$ cat src/rtl/io_port_bridge.sv
// Peripheral-side bridge for a processor I/O interface: a show-ahead input FIFO
// feeding io_in, and per-port holding registers presenting io_out downstream.
module io_port_bridge #(
    parameter int NUBITS = 32,
    parameter int NUIOOU = 2,
    parameter int FDEPTH = 16,
    parameter int ITRTHR = 1
) (
    input  logic                     clk,
    input  logic                     rst,
    input  logic [NUBITS-1:0]        src_dat,
    input  logic                     src_vld,
    output logic                     src_rdy,
    output logic [NUBITS-1:0]        io_in,
    input  logic                     req_in,
    input  logic [NUBITS-1:0]        io_out,
    input  logic [NUIOOU-1:0]        out_en,
    output logic [NUIOOU*NUBITS-1:0] snk_dat,
    output logic [NUIOOU-1:0]        snk_vld,
    input  logic [NUIOOU-1:0]        snk_rdy,
    output logic                     itr,
    output logic [$clog2(FDEPTH):0]  fifo_cnt,
    output logic                     udf,
    output logic [NUIOOU-1:0]        ovf,
    input  logic                     clr_err
);

    localparam int AW = $clog2(FDEPTH);
    localparam int CW = AW + 1;
    localparam logic [CW-1:0] FULL_CNT = CW'(FDEPTH);
    localparam logic [CW-1:0] THR_CNT  = CW'(ITRTHR);

    logic [NUBITS-1:0] mem [FDEPTH];
    logic [AW-1:0]     wr_ptr_reg;
    logic [AW-1:0]     rd_ptr_reg;
    logic [CW-1:0]     cnt_reg;
    logic [CW-1:0]     cnt_next;
    logic              itr_reg;
    logic              udf_reg;
    logic              push;
    logic              pop;
    logic              empty;

    assign empty    = (cnt_reg == '0);
    assign src_rdy  = (cnt_reg != FULL_CNT);
    assign push     = src_vld & src_rdy;
    // Popping is gated on the current occupancy only, so a word pushed in the
    // same cycle as an empty-FIFO read is never bypassed to the processor.
    assign pop      = req_in & ~empty;
    assign io_in    = empty ? '0 : mem[rd_ptr_reg];
    assign fifo_cnt = cnt_reg;
    assign itr      = itr_reg;
    assign udf      = udf_reg;

    always_comb begin
        cnt_next = cnt_reg;
        if (push && !pop) begin
            cnt_next = cnt_reg + 1'b1;
        end else if (pop && !push) begin
            cnt_next = cnt_reg - 1'b1;
        end
    end

    always_ff @(posedge clk) begin
        if (push) begin
            mem[wr_ptr_reg] <= src_dat;
        end
    end

    always_ff @(posedge clk or posedge rst) begin
        if (rst) begin
            wr_ptr_reg <= '0;
            rd_ptr_reg <= '0;
            cnt_reg    <= '0;
            itr_reg    <= 1'b0;
            udf_reg    <= 1'b0;
        end else begin
            if (push) begin
                wr_ptr_reg <= wr_ptr_reg + 1'b1;
            end
            if (pop) begin
                rd_ptr_reg <= rd_ptr_reg + 1'b1;
            end
            cnt_reg <= cnt_next;
            // Fires only on the upward crossing of the threshold.
            itr_reg <= (cnt_reg < THR_CNT) && (cnt_next >= THR_CNT);
            if (req_in && empty) begin
                udf_reg <= 1'b1;
            end else if (clr_err) begin
                udf_reg <= 1'b0;
            end
        end
    end

    for (genvar gi = 0; gi < NUIOOU; gi++) begin : g_port
        logic [NUBITS-1:0] dat_reg;
        logic              vld_reg;
        logic              ovf_reg;

        always_ff @(posedge clk or posedge rst) begin
            if (rst) begin
                dat_reg <= '0;
                vld_reg <= 1'b0;
                ovf_reg <= 1'b0;
            end else begin
                if (out_en[gi]) begin
                    dat_reg <= io_out;
                    vld_reg <= 1'b1;
                end else if (snk_rdy[gi]) begin
                    vld_reg <= 1'b0;
                end
                // A load onto an unconsumed word loses that word.
                if (out_en[gi] && vld_reg && !snk_rdy[gi]) begin
                    ovf_reg <= 1'b1;
                end else if (clr_err) begin
                    ovf_reg <= 1'b0;
                end
            end
        end

        assign snk_dat[gi*NUBITS +: NUBITS] = dat_reg;
        assign snk_vld[gi]                  = vld_reg;
        assign ovf[gi]                      = ovf_reg;
    end

endmodule

$ cat config.mk
export PLATFORM = sky130hd
export DESIGN_NAME = io_port_bridge
export DESIGN_NICKNAME = d
export VERILOG_FILES = /design/src/rtl/io_port_bridge.sv
export SDC_FILE = /design/constraint.sdc
export NUM_CORES = 1
export LEC_CHECK = 0
export ABC_AREA = 1
export CORE_UTILIZATION = 48
export CTS_CLUSTER_DIAMETER = 40
export DETAILED_ROUTE_END_ITERATION = 8
export GPL_TIMING_DRIVEN = 0
export HOLD_SLACK_MARGIN = 0.15
export PLACE_DENSITY = 0.68
export SLEW_MARGIN = 20
export SYNTH_ARGS = -nofsm -noshare
export SYNTH_HDL_FRONTEND = slang
export SYNTH_SLANG_ARGS = --single-unit
$ cat constraint.sdc
create_clock -name clk -period 4.3 [get_ports clk]
set_clock_uncertainty 0.05 [all_clocks]
set_input_delay 0.43 -clock clk [delete_from_list [all_inputs] [get_ports clk]]
set_output_delay 0.43 -clock clk [all_outputs]
set_load 0.02 [all_outputs]
### Word level (Yosys, flattened, before mapping)

Memories as Yosys holds them, arrays and structs flattened.
Cells that the tools add are included.

| storage, ports and cells | value |
|---|---|
| flip-flop bits (word level) | 83 |
| RAM bits | 512 |
| bits of input ports | 73 |
| output and inout bits | 108 |
| logic and storage cells | 53 |
| memories kept | 1 |

| cells by class | value |
|---|---|
| add/sub/neg operators | 4 |
| order comparisons | 2 |
| equal/unequal tests | 1 |
| multiplexer cells | 13 |
| bitwise gates (word level) | 3 |
| reductions and logical operators | 18 |

Memories:

| memory | depth | bits a word | rd ports | clocked after Yosys merged registers in | wr ports | RTL line | RTL |
|---|---|---|---|---|---|---|---|
| mem | 16 | 32 | 1 | 0 | 1 | 33 | `logic [NUBITS-1:0] mem [FDEPTH];` |

Operator list:

| operator | count |
|---|---|
| 32-bit 2-to-1 mux | 1 |
| 1-bit 2-to-1 mux | 10 |
| 5-bit 2-to-1 mux | 2 |
| 2-bit nonzero test | 5 |
| 4-bit by 1-bit adder with 4-bit output (second input constant) | 2 |
| 1-bit logical AND | 8 |
| 5-bit by 1-bit adder with 5-bit output (second input constant) | 1 |
| 5-bit by 1-bit greater-or-equal comparator with 1-bit output (second input constant) | 1 |
| 5-bit zero test | 1 |
| 5-bit by 1-bit less-than comparator with 1-bit output (second input constant) | 1 |
| 5-bit inequality test (second input constant) | 1 |
| 5-bit by 1-bit subtractor with 5-bit output (second input constant) | 1 |
| 1-bit zero test | 4 |
| 1-bit bitwise AND | 2 |
| 1-bit inverter | 1 |

### Depth between registers and ports, before layout

Gate-level depths: netlist (run 1).

| logic depth | value |
|---|---|
| word-level depth | 8 |
| mapped depth | 12 |
| depth with buffers taken out | 12 |

### Worst setup path after synthesis (run 1)

No wires, ideal clock.

| timing path | value |
|---|---|
| path kind | register to register |
| start | reg cnt_reg[0], in the netlist fifo_cnt[0] |
| end | mem mem[11][0] (enable) |
| library setup time | 0.421 ns |
| data arrival time | 2.798 ns |
| data required time | 3.829 ns |
| slack | 1.031 ns |
| stages on the path, launching flop included | 8 |
| path buffers | 0 |
| clock period less this slack | 3.269 ns |
| cell sequence | dfrtp_1 -> inv_1 -> ha_1 -> nand3_2 -> nand2_4 -> inv_2 -> nand2_1 -> nor2_1 |

| on the way | value |
|---|---|
| longest elaborated chain between the ends | 4 |

RTL lines:

| what | RTL line | RTL |
|---|---|---|
| start, declared | 36 | `logic [CW-1:0] cnt_reg;` |
| start signal, assigned | 84 | `cnt_reg <= cnt_next;` |
| 5-bit inequality test | 45 | `assign src_rdy = (cnt_reg != FULL_CNT);` |
| net src_rdy | 13 | `output logic src_rdy,` |
| 1-bit bitwise AND | 46 | `assign push = src_vld & src_rdy;` |
| 1-bit 2-to-1 mux | 65 | `if (push) begin` |
| 1-bit 2-to-1 mux (not written as such) | 66 | `mem[wr_ptr_reg] <= src_dat;` |
| end, declared | 33 |  |

The timed path passes the listed nets, and every way through them passes these cells.

### Final worst setup path (run 1)

| timing path | value |
|---|---|
| start | reg rd_ptr_reg[0] |
| end | out io_in[17] |

| on the way | value |
|---|---|
| longest elaborated chain between the ends | 2 |

RTL lines:

| what | RTL line | RTL |
|---|---|---|
| start, declared | 35 | `logic [AW-1:0] rd_ptr_reg;` |
| start signal, assigned | 82 | `rd_ptr_reg <= rd_ptr_reg + 1'b1;` |
| memory 16 x 32 bit | n/a |  |
| 32-bit 2-to-1 mux | 50 | `assign io_in = empty ? '0 : mem[rd_ptr_reg];` |
| end, declared | 14 | `output logic [NUBITS-1:0] io_in,` |

Every way passes these cells.

==> results of run 1 <==
==> cell type report <==
| type | instances | area [um^2] | area share (%) |
|---|---|---|---|
| timing repair buffer | 198 | 2280 | 7.79 |
| buffer | 125 | 598 | 2.04 |
| inverter | 27 | 104 | 0.355 |
| multi-input combinational | 1065 | 5300 | 18.1 |
| clock buffer | 95 | 2220 | 7.57 |
| sequential | 595 | 17500 | 59.6 |
| tap | 615 | 769 | 2.63 |
| clock inverter | 55 | 574 | 1.96 |
==> worst min path at each step <==
| stage | cells after the start | endpoint | startpoint | slack, ps |
|---|---|---|---|---|
| after floorplan | 2 | g_port[0].ovf_reg$_DFFE_PP0P_ | g_port[0].ovf_reg$_DFFE_PP0P_ | 440 |
| after global placement | 2 | g_port[1].dat_reg[13]$_DFFE_PP0P_ | g_port[1].dat_reg[13]$_DFFE_PP0P_ | 400 |
| after detailed placement | 2 | g_port[1].dat_reg[9]$_DFFE_PP0P_ | g_port[1].dat_reg[9]$_DFFE_PP0P_ | 410 |
| after CTS | 2 | rd_ptr_reg[3]$_DFFE_PP0P_ | rst | 190 |
| after global routing | 2 | g_port[0].dat_reg[24]$_DFFE_PP0P_ | rst | 240 |
| final | 2 | g_port[0].dat_reg[24]$_DFFE_PP0P_ | rst | 170 |
==> repair_timing <==
| item | in CTS | in global routing |
|---|---|---|
| setup endpoints to repair | 1 | 13 |
| gates resized for setup | 0 | 13 |
| hold buffers | 2 | 0 |
| hold endpoints to repair | 4 | 0 |
| pin swaps | 0 | 0 |
==> cell families after synthesis <==
group           count (synthesis)  share of synthesized area [%]
compound gates                444                           11.2
xor+xnor                        9                          0.338
buf+inv                       153                           2.98
fa+ha+maj                       7                          0.375
flops                         595                           74.8
simple gates                  605                           10.3
==> cells in the final DEF (no fill, tap or decap), types with 16 or more instances in the layout <==
cell type,instances
o21ai_0,262
nor2_1,297
o21ai_1,18
clkbuf_16,87
buf_2,27
nand3_1,54
nand2_1,227
o22ai_1,39
a21oi_1,33
buf_16,16
clkbuf_1,75
dfrtp_1,83
nor2_4,16
edfxtp_1,512
inv_1,20
o221ai_1,90
clkdlybuf4s50_1,178
==> per-stage QoR <==
step / total power [uW] / hold WS, ps / instances / cell area (um^2)
after floorplan: 11100 / 436 / 1813 / 23300
after global placement: 14300 / 405 / 2606 / 25900
after detailed placement: 14600 / 407 / 2624 / 26500
after CTS: 21400 / 190 / 2775 / 29300
after global routing: 22200 / 240 / 2775 / 29300
final: 21600 / 166 / 2775 / 29300
==> power groups by stage <==
stage | Combinational [uW] | Clock (uW) | Sequential, uW
2_1_floorplan | 3880 | 0 | 7260
3_3_place_gp | 7050 | 0 | 7240
3_5_place_dp | 7420 | 0 | 7200
4_1_cts | 7470 | 6840 | 7100
5_1_grt | 8030 | 7070 | 7140
6_report | 7640 | 6830 | 7100
==> layer usage <==
metal | track usage (%) | routed length [um]
met5 | 0 | 0
met4 | 12.0 | 2450
met3 | 6.44 | 8300
met2 | 44.6 | 33000
met1 | 38.9 | 27300
==> flow_summary.yaml, run 1 <==
status:
  run_status: "finished, violations left"
  violations: "negative setup slack"
worst_setup_path:
  path_max_fanout: 10
  max_stage_delay_ps: 710
  timing.rr.end: "mem[15][10]$_DFFE_PP_"
  crit_slowest_cell: "clkdlybuf4s50_1"
  cp.depth: 6
  critPathCapture: "io_in[17]"
  critPathKind: "flip-flop to primary output"
  critPathRequiredTime_ps: 3820
  cp_num_buf_inv: 2
  critPathTopFamily: "buffers and inverters"
  rrSetupSlack_ps: 1380
  setup.worst_path.start: "rd_ptr_reg[0]$_DFFE_PP0P_"
  end_kind: "primary output"
  r2r_cells: 8
  worstReg2RegStart: "fifo_cnt[0]$_DFF_PP0_"
  cp-start-kind: "flip-flop"
  crit_arrival_ps: 3840
  cp_cell_sequence: "clkbuf_1 -> o21ai_0 -> o221ai_1 -> nand3_1 -> a21oi_1 -> clkdlybuf4s50_1"
detailed_routing:
  drc: 0
  num_vias: 16818
  first_iter_violations: 2253
  vias_per_cell: 6.06
  antenna_left: 0
  first_pass_iters: 6
  wl_um: 71000
  drt-wirelength-per-cell_um: 25.6
cts:
  root_buffer: "clkbuf_16"
  cts_max_path_buffers: 3
  cts_setup_buffers: 0
  clk-insertion-delay-late_ps: 620
  cts_tree: "done"
  clock_sinks: 595
  path_clk_slew_ps: 50
  numCtsBuffers: 82
  htreeDepth: 3
floorplanning:
  initial_utilization_pct: 48.7
  rows: 80
  dieArea_um2: 49500
  die_height_um: 222
  core_um2: 47800
  die-width_um: 222
  io-pin-count: 181
sta:
  hold_viol_final: 0
  setup_tns_ps: -22.1
  maxSlewViolCount: 0
  fmax_ghz: 0.231
  period_minus_slack_ps: 4320
  rsz0062_at_grt: "yes"
  setup_viol: 1
  worst_pin_slew_ps: 1030
  max_slew_margin_pct: 31.3
  timing.final.ws_setup_ps: -22.1
  post-route-period-util_pct: 101
power:
  p_sw_uw: 8150
  leakagePower_uw: 0.0103
  internal_power_uw: 13400
  clock_power_share_pct: 31.7
  seq_power_share_pct: 32.9
  ir_drop_mv: 0.374
  power_density_nw_per_um2: 737
  p_comb_share_pct: 35.4
  switching_share_pct: 37.8
yosys:
  yosysMostFrequentCell: "edfxtp_1"
  synth_edf_count: 512
  syn_area_per_cell_um2: 12.9
  synth_common_cells: "edfxtp_1, nor2_1, o21ai_0"
  synth.area.top_cells: "edfxtp_1, dfrtp_1, o21ai_0"
  synth_area_leader_cell: "edfxtp_1"
  async_reset_ff_share_pct: 13.9
  syn_inst: 1813
  synth.distinct_cells: 27
  synth-seq-cells: 595
  netlist.area_leader.share_pct: 65.9
  yosysWarnings: 0
  syn_nets: 1893
  yosysSeqAreaShare_pct: 74.8
  synthFlopType: "edfxtp_1"
  synth_area_um2: 23300
global_routing:
  antenna_found_initial: 0
  grt_usage_pct: 28.6
  grt_overflow: 0
  grt_max_degree: 48
  grt_pass1_vias: 16738
  grt_pass1_wl_um: 104000
cells_and_area:
  drive_above_1_share_pct: 10.8
  final.fill_count: 3549
  final_util_pct: 61.2
  antenna_cells: 0
  fin_nets: 2174
  area_delta_synth_final_pct: 25.6
  largest_register_ffs: 512
placed_design:
  place_congestion: 0.844
  dp_hpwl_um: 44700
  io_buffers: 178
  place_ws_ps: 581
hold_path:
  hold_class: "primary input to async pin"
flow_run:
  max-cap-violations: 0
Power figures use the tool's default switching activity.
==> run 2: changes to the inputs <==
--- a/config.mk
+++ b/config.mk
@@ -6,12 +6,14 @@
 export NUM_CORES = 1
 export LEC_CHECK = 0
 export ABC_AREA = 1
-export CORE_UTILIZATION = 48
+export CAP_MARGIN = 10
+export CORE_UTILIZATION = 58
 export CTS_CLUSTER_DIAMETER = 40
 export DETAILED_ROUTE_END_ITERATION = 8
 export GPL_TIMING_DRIVEN = 0
 export HOLD_SLACK_MARGIN = 0.15
-export PLACE_DENSITY = 0.68
+export PLACE_DENSITY = 0.79
+export REMOVE_ABC_BUFFERS = 1
 export SLEW_MARGIN = 20
 export SYNTH_ARGS = -nofsm -noshare
 export SYNTH_HDL_FRONTEND = slang
==> flow_summary.yaml, run 2 (synthesized netlist as in run 1, its figures left out) <==
cts:
  root_buffer: "clkbuf_16"
  cts_tree: "done"
  clock_sinks: 595
  path_clk_slew_ps: 60
  clk-insertion-delay-late_ps: 580
  cts_max_path_buffers: 3
  cts_setup_buffers: 0
  htreeDepth: 3
  numCtsBuffers: 71
  holdBufCountCts: 0
floorplanning:
  initial_utilization_pct: 58.7
  dieArea_um2: 41000
  core_um2: 39700
  die-width_um: 203
  io-pin-count: 181
  die_height_um: 203
  rows: 73
worst_setup_path:
  crit_arrival_ps: 3860
  cp-start-kind: "flip-flop"
  critPathRequiredTime_ps: 3820
  max_stage_delay_ps: 1030
  path_max_fanout: 28
  crit_slowest_cell: "dfrtp_1"
  end_kind: "primary output"
  cp_cell_sequence: "clkinv_4 -> buf_12 -> nor2_1 -> o21ai_1 -> a21oi_1 -> clkdlybuf4s50_1"
  critPathKind: "flip-flop to primary output"
detailed_routing:
  drt-wirelength-per-cell_um: 23.6
  drc: 0
  antenna_left: 0
  wl_um: 60400
  first_iter_violations: 1960
  first_pass_iters: 6
  num_vias: 15812
  vias_per_cell: 6.16
global_routing:
  grt_pass1_wl_um: 90300
  grt_usage_pct: 29.3
  antenna_found_initial: 2
  grt_max_degree: 117
  grt_overflow: 0
  grt_pass1_vias: 15776
placed_design:
  io_buffers: 180
  place_congestion: 0.746
  dp_hpwl_um: 33200
  place_ws_ps: 253
sta:
  whs_ps: 219
  rsz0062_at_grt: "no"
  period_minus_slack_ps: 4340
  worst_pin_slew_ps: 1060
  setup_viol: 1
  hold_viol_final: 0
  maxSlewViolCount: 0
  max_slew_margin_pct: 29.1
  fmax_ghz: 0.231
  timing.final.ws_setup_ps: -37.6
  post-route-period-util_pct: 101
status:
  run_status: "finished, violations left"
  violations: "negative setup slack"
cells_and_area:
  area_delta_synth_final_pct: 23.5
  layout_commonest_cell: "edfxtp_1"
  drive_above_1_share_pct: 9.23
  final_util_pct: 72.5
  fin_nets: 2060
  final_cell_mix: "edfxtp_1, nor2_1, o21ai_0, nand2_1, clkdlybuf4s50_1"
  largest_register_ffs: 512
power:
  ir_drop_mv: 0.403
  power_density_nw_per_um2: 700
  leakagePower_uw: 0.0101
hold_path:
  hold_class: "primary input to async pin"
flow_run:
  max-cap-violations: 0
-- run 2: per-stage QoR --
step | cells | total power, uW | area, um^2 | TNS [ps]
2_1_floorplan | 1687 | 10900 | 22700 | -131150
3_3_place_gp | 2392 | 13000 | 25200 | -637610
3_5_place_dp | 2430 | 13900 | 26300 | 0
4_1_cts | 2561 | 20100 | 28800 | 0
5_1_grt | 2563 | 21000 | 28800 | 0
6_report | 2565 | 20200 | 28800 | -37.6
-- run 2: final cells by class --
type	count	area [um^2]
Tap cell	525	657
Clock buffer	87	1950
Timing Repair inverter	1	8.76
Sequential cell	595	17500
Multi-Input combinational cell	1065	5300
Fill cell	2405	10900
Clock inverter	43	510
Antenna cell	3	7.51
Inverter	27	133
Timing Repair Buffer	219	2770
-- run 2: repair_timing --
| action | 4_1_cts | 5_1_grt |
|---|---|---|
| pin swaps | 0 | 0 |
| gates cloned | 1 | 1 |
| endpoints found under the hold margin | 0 | 0 |
| gates resized for setup | 4 | 0 |
| setup endpoints to repair | 20 | 7 |
-- run 2: power breakdown --
part	switching, uW	leakage, uW	internal [uW]
clock	2400	0.00119	3770
sequential	395	0.00563	6890
combinational	4340	0.00323	2370
total	7140	0.0101	13000
-- run 2: worst max-delay path: cells and delay by family (launching register included) --
family,cells,cell delay [ps]
and+or+nand+nor,1,160
DFF,1,1030
buffers and inverters,3,1610
AOI/OAI and AO/OA,2,470
-- run 2: worst paths after layout --
path,cells after the start,end,slack [ps],startpoint
min reg2reg,2,g_port[1].dat_reg[0]$_DFFE_PP0P_,420,g_port[1].dat_reg[0]$_DFFE_PP0P_
min in group clk,3,g_port[1].dat_reg[17]$_DFFE_PP0P_,310,out_en[1]
max,6,io_in[8],-40,rd_ptr_reg[3]$_DFFE_PP0P_
max reg2reg,9,mem[3][15]$_DFFE_PP_,1370,fifo_cnt[0]$_DFF_PP0_
min,2,g_port[0].dat_reg[28]$_DFFE_PP0P_,220,rst
max in group asynchronous,3,g_port[1].dat_reg[10]$_DFFE_PP0P_,3350,rst
-- run 2: routing by layer --
| metal | wire (um) | vias to the layer above | GRT usage [%] |
|---|---|---|---|
| met5 | 0 | - | 0 |
| met4 | 1980 | 0 | 12.6 |
| met1 | 22500 | 7666 | 38.2 |
| met2 | 29100 | 1009 | 46.8 |
| met3 | 6850 | 159 | 7.58 |
| li1 | - | 6978 | - |
